===== src/rtl/cache_ctrl_fsm.sv =====
// Direct-mapped write-back cache controller: hit service, dirty-victim write-back, line allocate.
// Optional CACHE_PERF_CNT_EN adds hit_cnt_o / miss_cnt_o.
`timescale 1ns/1ps
module cache_ctrl_fsm #(
   parameter int unsigned DEPTH  = 1024,
   parameter int unsigned TAG_W  = 18,
   parameter int unsigned LINE_W = 128,
   localparam int unsigned IDX_W = $clog2(DEPTH)
) (
   input  logic                 clk_i,
   input  logic                 rst_ni,
   input  logic                 cpu_req_valid_i,
   input  logic                 cpu_req_rw_i,
   input  logic [31:0]          cpu_req_addr_i,
   input  logic [31:0]          cpu_req_data_i,
   output logic [31:0]          cpu_res_data_o,
   output logic                 cpu_res_ready_o,
   output logic [IDX_W:0]       tag_req_o,
   output logic [TAG_W+1:0]     tag_write_o,
   input  logic [TAG_W+1:0]     tag_read_i,
   output logic [IDX_W:0]       data_req_o,
   output logic [LINE_W-1:0]    data_write_o,
   input  logic [LINE_W-1:0]    data_read_i,
   output logic                 mem_req_valid_o,
   output logic                 mem_req_rw_o,
   output logic [31:0]          mem_req_addr_o,
   output logic [LINE_W-1:0]    mem_req_data_o,
   input  logic [LINE_W-1:0]    mem_data_i,
   input  logic                 mem_ready_i
`ifdef CACHE_PERF_CNT_EN
   ,
   output logic [31:0]          hit_cnt_o,
   output logic [31:0]          miss_cnt_o
`endif
);

   localparam int unsigned WORDS  = LINE_W / 32;
   localparam int unsigned WORD_W = $clog2(WORDS);
   localparam int unsigned OFF_W  = 2 + WORD_W;

   typedef enum logic [1:0] {IDLE, CMP, WB, ALLOC} state_t;

   state_t              state, next_state;
   logic [31:2]         req_addr;
   logic [31:0]         req_data;
   logic                req_rw;
   logic [TAG_W-1:0]    victim_tag;
   logic [LINE_W-1:0]   victim_line;

   logic [TAG_W-1:0]    req_tag;
   logic [IDX_W-1:0]    req_index;
   logic [WORD_W-1:0]   req_word;
   logic                tag_valid, tag_dirty, hit;
   logic [TAG_W-1:0]    stored_tag;
   logic [31:0]         rd_word;
   logic [LINE_W-1:0]   merged_line;
   logic                tag_we, data_we;
   logic                unused_addr;

   assign unused_addr = ^cpu_req_addr_i[1:0];

   assign req_tag    = req_addr[31 -: TAG_W];
   assign req_index  = req_addr[OFF_W +: IDX_W];
   assign req_word   = req_addr[2 +: WORD_W];
   assign tag_valid  = tag_read_i[TAG_W+1];
   assign tag_dirty  = tag_read_i[TAG_W];
   assign stored_tag = tag_read_i[TAG_W-1:0];
   assign hit        = tag_valid && (stored_tag == req_tag);

   assign tag_req_o  = {tag_we, req_index};
   assign data_req_o = {data_we, req_index};

   always_comb begin
      rd_word     = '0;
      merged_line = data_read_i;
      for (int unsigned w = 0; w < WORDS; w++) begin
         if (req_word == w[WORD_W-1:0]) begin
            rd_word             = data_read_i[w*32 +: 32];
            merged_line[w*32 +: 32] = req_data;
         end
      end
   end

   always_ff @(posedge clk_i or negedge rst_ni) begin
      if (!rst_ni) begin
         state       <= IDLE;
         req_addr    <= '0;
         req_data    <= '0;
         req_rw      <= 1'b0;
         victim_tag  <= '0;
         victim_line <= '0;
      end else begin
         state <= next_state;
         if (state == IDLE && cpu_req_valid_i) begin
            req_addr <= cpu_req_addr_i[31:2];
            req_data <= cpu_req_data_i;
            req_rw   <= cpu_req_rw_i;
         end
         // The victim must be captured now: ALLOC overwrites the array entry.
         if (state == CMP && !hit && tag_valid && tag_dirty) begin
            victim_tag  <= stored_tag;
            victim_line <= data_read_i;
         end
      end
   end

   always_comb begin
      next_state      = state;
      cpu_res_data_o  = '0;
      cpu_res_ready_o = 1'b0;
      tag_we          = 1'b0;
      tag_write_o     = '0;
      data_we         = 1'b0;
      data_write_o    = '0;
      mem_req_valid_o = 1'b0;
      mem_req_rw_o    = 1'b0;
      mem_req_addr_o  = '0;
      mem_req_data_o  = '0;
      unique case (state)
         IDLE: begin
            if (cpu_req_valid_i) next_state = CMP;
         end
         CMP: begin
            if (hit) begin
               cpu_res_ready_o = 1'b1;
               next_state      = IDLE;
               if (req_rw) begin
                  data_we      = 1'b1;
                  data_write_o = merged_line;
                  tag_we       = 1'b1;
                  tag_write_o  = {1'b1, 1'b1, req_tag};
               end else begin
                  cpu_res_data_o = rd_word;
               end
            end else if (tag_valid && tag_dirty) begin
               next_state = WB;
            end else begin
               next_state = ALLOC;
            end
         end
         WB: begin
            mem_req_valid_o = 1'b1;
            mem_req_rw_o    = 1'b1;
            mem_req_addr_o  = {victim_tag, req_index, {OFF_W{1'b0}}};
            mem_req_data_o  = victim_line;
            if (mem_ready_i) next_state = ALLOC;
         end
         ALLOC: begin
            mem_req_valid_o = 1'b1;
            mem_req_addr_o  = {req_tag, req_index, {OFF_W{1'b0}}};
            if (mem_ready_i) begin
               data_we      = 1'b1;
               data_write_o = mem_data_i;
               tag_we       = 1'b1;
               tag_write_o  = {1'b1, 1'b0, req_tag};
               next_state   = CMP;
            end
         end
         default: next_state = IDLE;
      endcase
   end

`ifdef CACHE_PERF_CNT_EN
   // refill marks the compare that follows a fill so it is not counted as a hit.
   logic refill;

   always_ff @(posedge clk_i or negedge rst_ni) begin
      if (!rst_ni) begin
         refill     <= 1'b0;
         hit_cnt_o  <= '0;
         miss_cnt_o <= '0;
      end else begin
         if (state == ALLOC && mem_ready_i) refill <= 1'b1;
         else if (state == CMP)             refill <= 1'b0;
         if (state == CMP && hit && !refill) hit_cnt_o  <= hit_cnt_o + 32'd1;
         if (state == CMP && !hit)           miss_cnt_o <= miss_cnt_o + 32'd1;
      end
   end
`endif

endmodule


===== config.mk =====
export PLATFORM = sky130hd
export DESIGN_NAME = cache_ctrl_fsm
export DESIGN_NICKNAME = d
export VERILOG_FILES = /design/src/rtl/cache_ctrl_fsm.sv
export SDC_FILE = /design/constraint.sdc
export NUM_CORES = 1
export LEC_CHECK = 0
export ABC_CLOCK_PERIOD_IN_PS = 3550
export CORE_AREA = 10 10 268 270
export CTS_CLUSTER_DIAMETER = 120
export DETAILED_ROUTE_END_ITERATION = 6
export DIE_AREA = 0 0 278 280
export GPL_TIMING_DRIVEN = 0
export HOLD_SLACK_MARGIN = 0.02
export SYNTH_ARGS = -nofsm -noshare
export SYNTH_HDL_FRONTEND = slang
export SYNTH_SLANG_ARGS = --single-unit

===== constraint.sdc =====
create_clock -name clk_i -period 3.55 [get_ports clk_i]
set_input_delay 1.065 -clock clk_i [delete_from_list [all_inputs] [get_ports clk_i]]
set_output_delay 1.065 -clock clk_i [all_outputs]
set_load 0.005 [all_outputs]

==> impl_metrics.toml <==
[synthesis]
synth_top_area_share = 0.395
synth_seq_cells = 211
syn_area_per_cell_um2 = 10.9
ys_types = 32
synth_area_mm2 = 0.0134
yosysWarnings = 0
synth.top_cells.by_area = "dfrtp_1 (39%), mux2i_1 (9.6%), mux2_1 (8.4%)"
synth_cells = 1232
ys_seq_area_frac = 0.395
yosys.area.top_type = "dfrtp_1"

[route]
final_antenna_net_count = 0
drt_first_pass_iters = 5
viasPerCell = 4.62
highest_layer = "met5"
via_count = 13682
routed_wl_um = 89200
wl_met1_um = 36700
drt_iter0_markers = 684
wire_per_inst_um = 30.1
routed-wl-met2_um = 42800
drc = 0
wl_met3_um = 6490

[global_routing]
grt_max_degree = 107
antenna_found_initial = 10
grt_pass1_vias = 14849
grt_pass1_wl_um = 120000
gr-total-overflow = 0
gr-usage-all-layers = 0.215

[timing]
fin_ws_ns = -0.540
setup_viol = 179
rsz0062_at_grt = "true"
max_freq_mhz = 245
min_period_over_period = 1.15
fin_skew_ns = 0.0283
fin_crit_ns = 4.09
tightest_slew_ns = 1.30
relSlewSlack = 0.133
hold_viol = 0
tns_ns = -55.28
slew_viol_final = 0

[clock_tree]
hold_buffers = 0
cts_root_buf = "clkbuf_16"
path_clk_slew_ns = 0.05
worstSkewPairLatency_ns = 0.57
cts_tree = "built"
cts_buffer_depth = 3
cts_buffers = 28
h-tree-depth = 1
clock-sinks = 211

[cells_and_area]
multi_input_area_mm2 = 0.00842
nFillCells = 6560
fin_util = 0.374
final_cell_mix = "clkdlybuf4s50_1 (385), dfrtp_1 (210), buf_2 (144)"
design_area_mm2 = 0.0249
layout.nets = 2421
final_cells = 2963
final_common_cell = "clkdlybuf4s50_1"
areaGrowthSynthToFinish_pct = 86.1
ff_latch_area_mm2 = 0.00528
drive_above_1_share = 0.361

[pwr]
p_sw_frac = 0.383
p_comb_frac = 0.535
p_switching_w = 0.00613
p_seq_frac = 0.291
p_int_w = 0.00986
p_leak_nw = 12.8
clkPwrFrac = 0.174
powerDensity_mw_per_mm2 = 642
vdd_drop_max_mv = 0.344

[critical_path]
arrival_ns = 3.02
cp_max_fo = 4
worst_ep_required_time_ns = 2.48
worstSetupEndpointType = "primary output"
start_kind = "input pin"
regToRegSetupSlack_ns = 0.54
path_class = "input pin to primary output"

[floorplanning]
io_pins = 710
dieArea_mm2 = 0.0778
fp.dieW_um = 278
fp-row-count = 95
die_y_um = 280
initial_core_util = 0.201
core_mm2 = 0.0666

[run]
cap_violations = 0

[min_path]
hold_class = "flop to flop"

[placed_design]
placed_area_mm2 = 0.0216
dp.cells = 2812
io_buffer_count = 703
hpwl_um = 66500
gp_congestion = 0.944

[outcome]
violations = "negative setup slack"
run_status = "complete, but fails checks"
sequential cells by signal, summed over array words and instances, names as in the netlist:
register     count
req_rw           1
req_addr        30
req_data        32
state            2
victim_line    128
victim_tag      18
critical path, stage by stage:
cell	delay [ns]
buf_8	0.11
xnor2_4	0.16
nand4_1	0.22
nor3_4	0.26
nand3_4	0.19
buf_6	0.21
buf_12	0.14
clkbuf_16	0.15
buf_4	0.15
o21ai_4	0.20
buf_2	0.16
per-stage QoR:
step	hold slack [ns]	setup slack, ns	power (W)
5_1_grt	0.496	-0.617	0.0168
4_1_cts	0.485	-0.770	0.0158
3_5_place_dp	0.473	-2.50	0.0125
6_report	0.481	-0.540	0.0160
2_1_floorplan	0.456	0.189	0.00837
3_3_place_gp	0.466	-8.30	0.0124
kinds of logic after synthesis:
| kind of cell | Yosys count | synth area share |
|---|---|---|
| AO/OA/AOI/OAI | 154 | 0.0635 |
| AND/OR/NAND/NOR | 346 | 0.136 |
| flip-flops | 211 | 0.395 |
| multiplexers | 369 | 0.337 |
| adder cells (fa/ha/maj) | 4 | 0.00374 |
| XOR/XNOR | 18 | 0.0118 |
| other | 1 | 0.000280 |
| buffers and inverters | 129 | 0.0538 |
final cells by class:
type / count / share of cell area
multi-input cells: 895 / 0.338
repair buffers: 815 / 0.317
flip-flops and latches: 211 / 0.212
plain buffers: 114 / 0.0522
well taps: 873 / 0.0439
clock buffers: 39 / 0.0331
clock inverters: 3 / 0.00161
inverters: 7 / 0.00116
diodes: 6 / 0.000603
timing repair:
action,4_1_cts,5_1_grt
gates resized for setup,988,501
endpoints found under the setup margin,330,293
gates cloned,13,3
endpoints found under the hold margin,0,0
pin swaps,66,56
buffers inserted,42,63
synthesized netlist by cell type:
library cell,instances
dfrtp_1,211
and2_1,141
nand2_1,135
mux2i_1,128
o21ai_0,128
mux2_1,100
mux2_2,69
clkbuf_1,60
nor2b_1,42
mux2_4,40
mux4_2,32
buf_4,29
a22o_1,18
xnor2_1,18
buf_2,17
buf_6,14
and2b_1,8
nor2_1,8
inv_1,7
nand4_1,5
ha_1,4
a21oi_1,3
nand3_1,3
buf_1,2
nand2b_1,2
o31ai_1,2
a211o_1,1
a31oi_1,1
and3_1,1
conb_1,1
nor3_2,1
o22ai_1,1
per-layer routing:
layer	vias to the layer above	GRT usage
met5	-	0
met4	2	0.0631
met3	122	0.0571
met2	690	0.366
met1	6907	0.262
li1	5961	-
worst paths after layout:
kind	depth (start not counted)	from	end
max	11	tag_read_i[5]	data_write_o[84]
min	1	victim_line[74]	victim_line[74]
max reg2reg	6	state[1]	req_data[26]
min reg2reg	1	victim_line[74]	victim_line[74]
max in group asynchronous	2	rst_ni	req_data[12]
min in group asynchronous	1	rst_ni	req_addr[28]
power by group through the flow:
stage	logic [W]	registers, W	clock network, W
2_1_floorplan	0.00413	0.00423	0
3_3_place_gp	0.00781	0.00456	0
3_5_place_dp	0.00788	0.00461	0
4_1_cts	0.00831	0.00461	0.00286
5_1_grt	0.00908	0.00481	0.00293
6_report	0.00855	0.00465	0.00278
No activity file was read; power rests on OpenSTA's default activity.
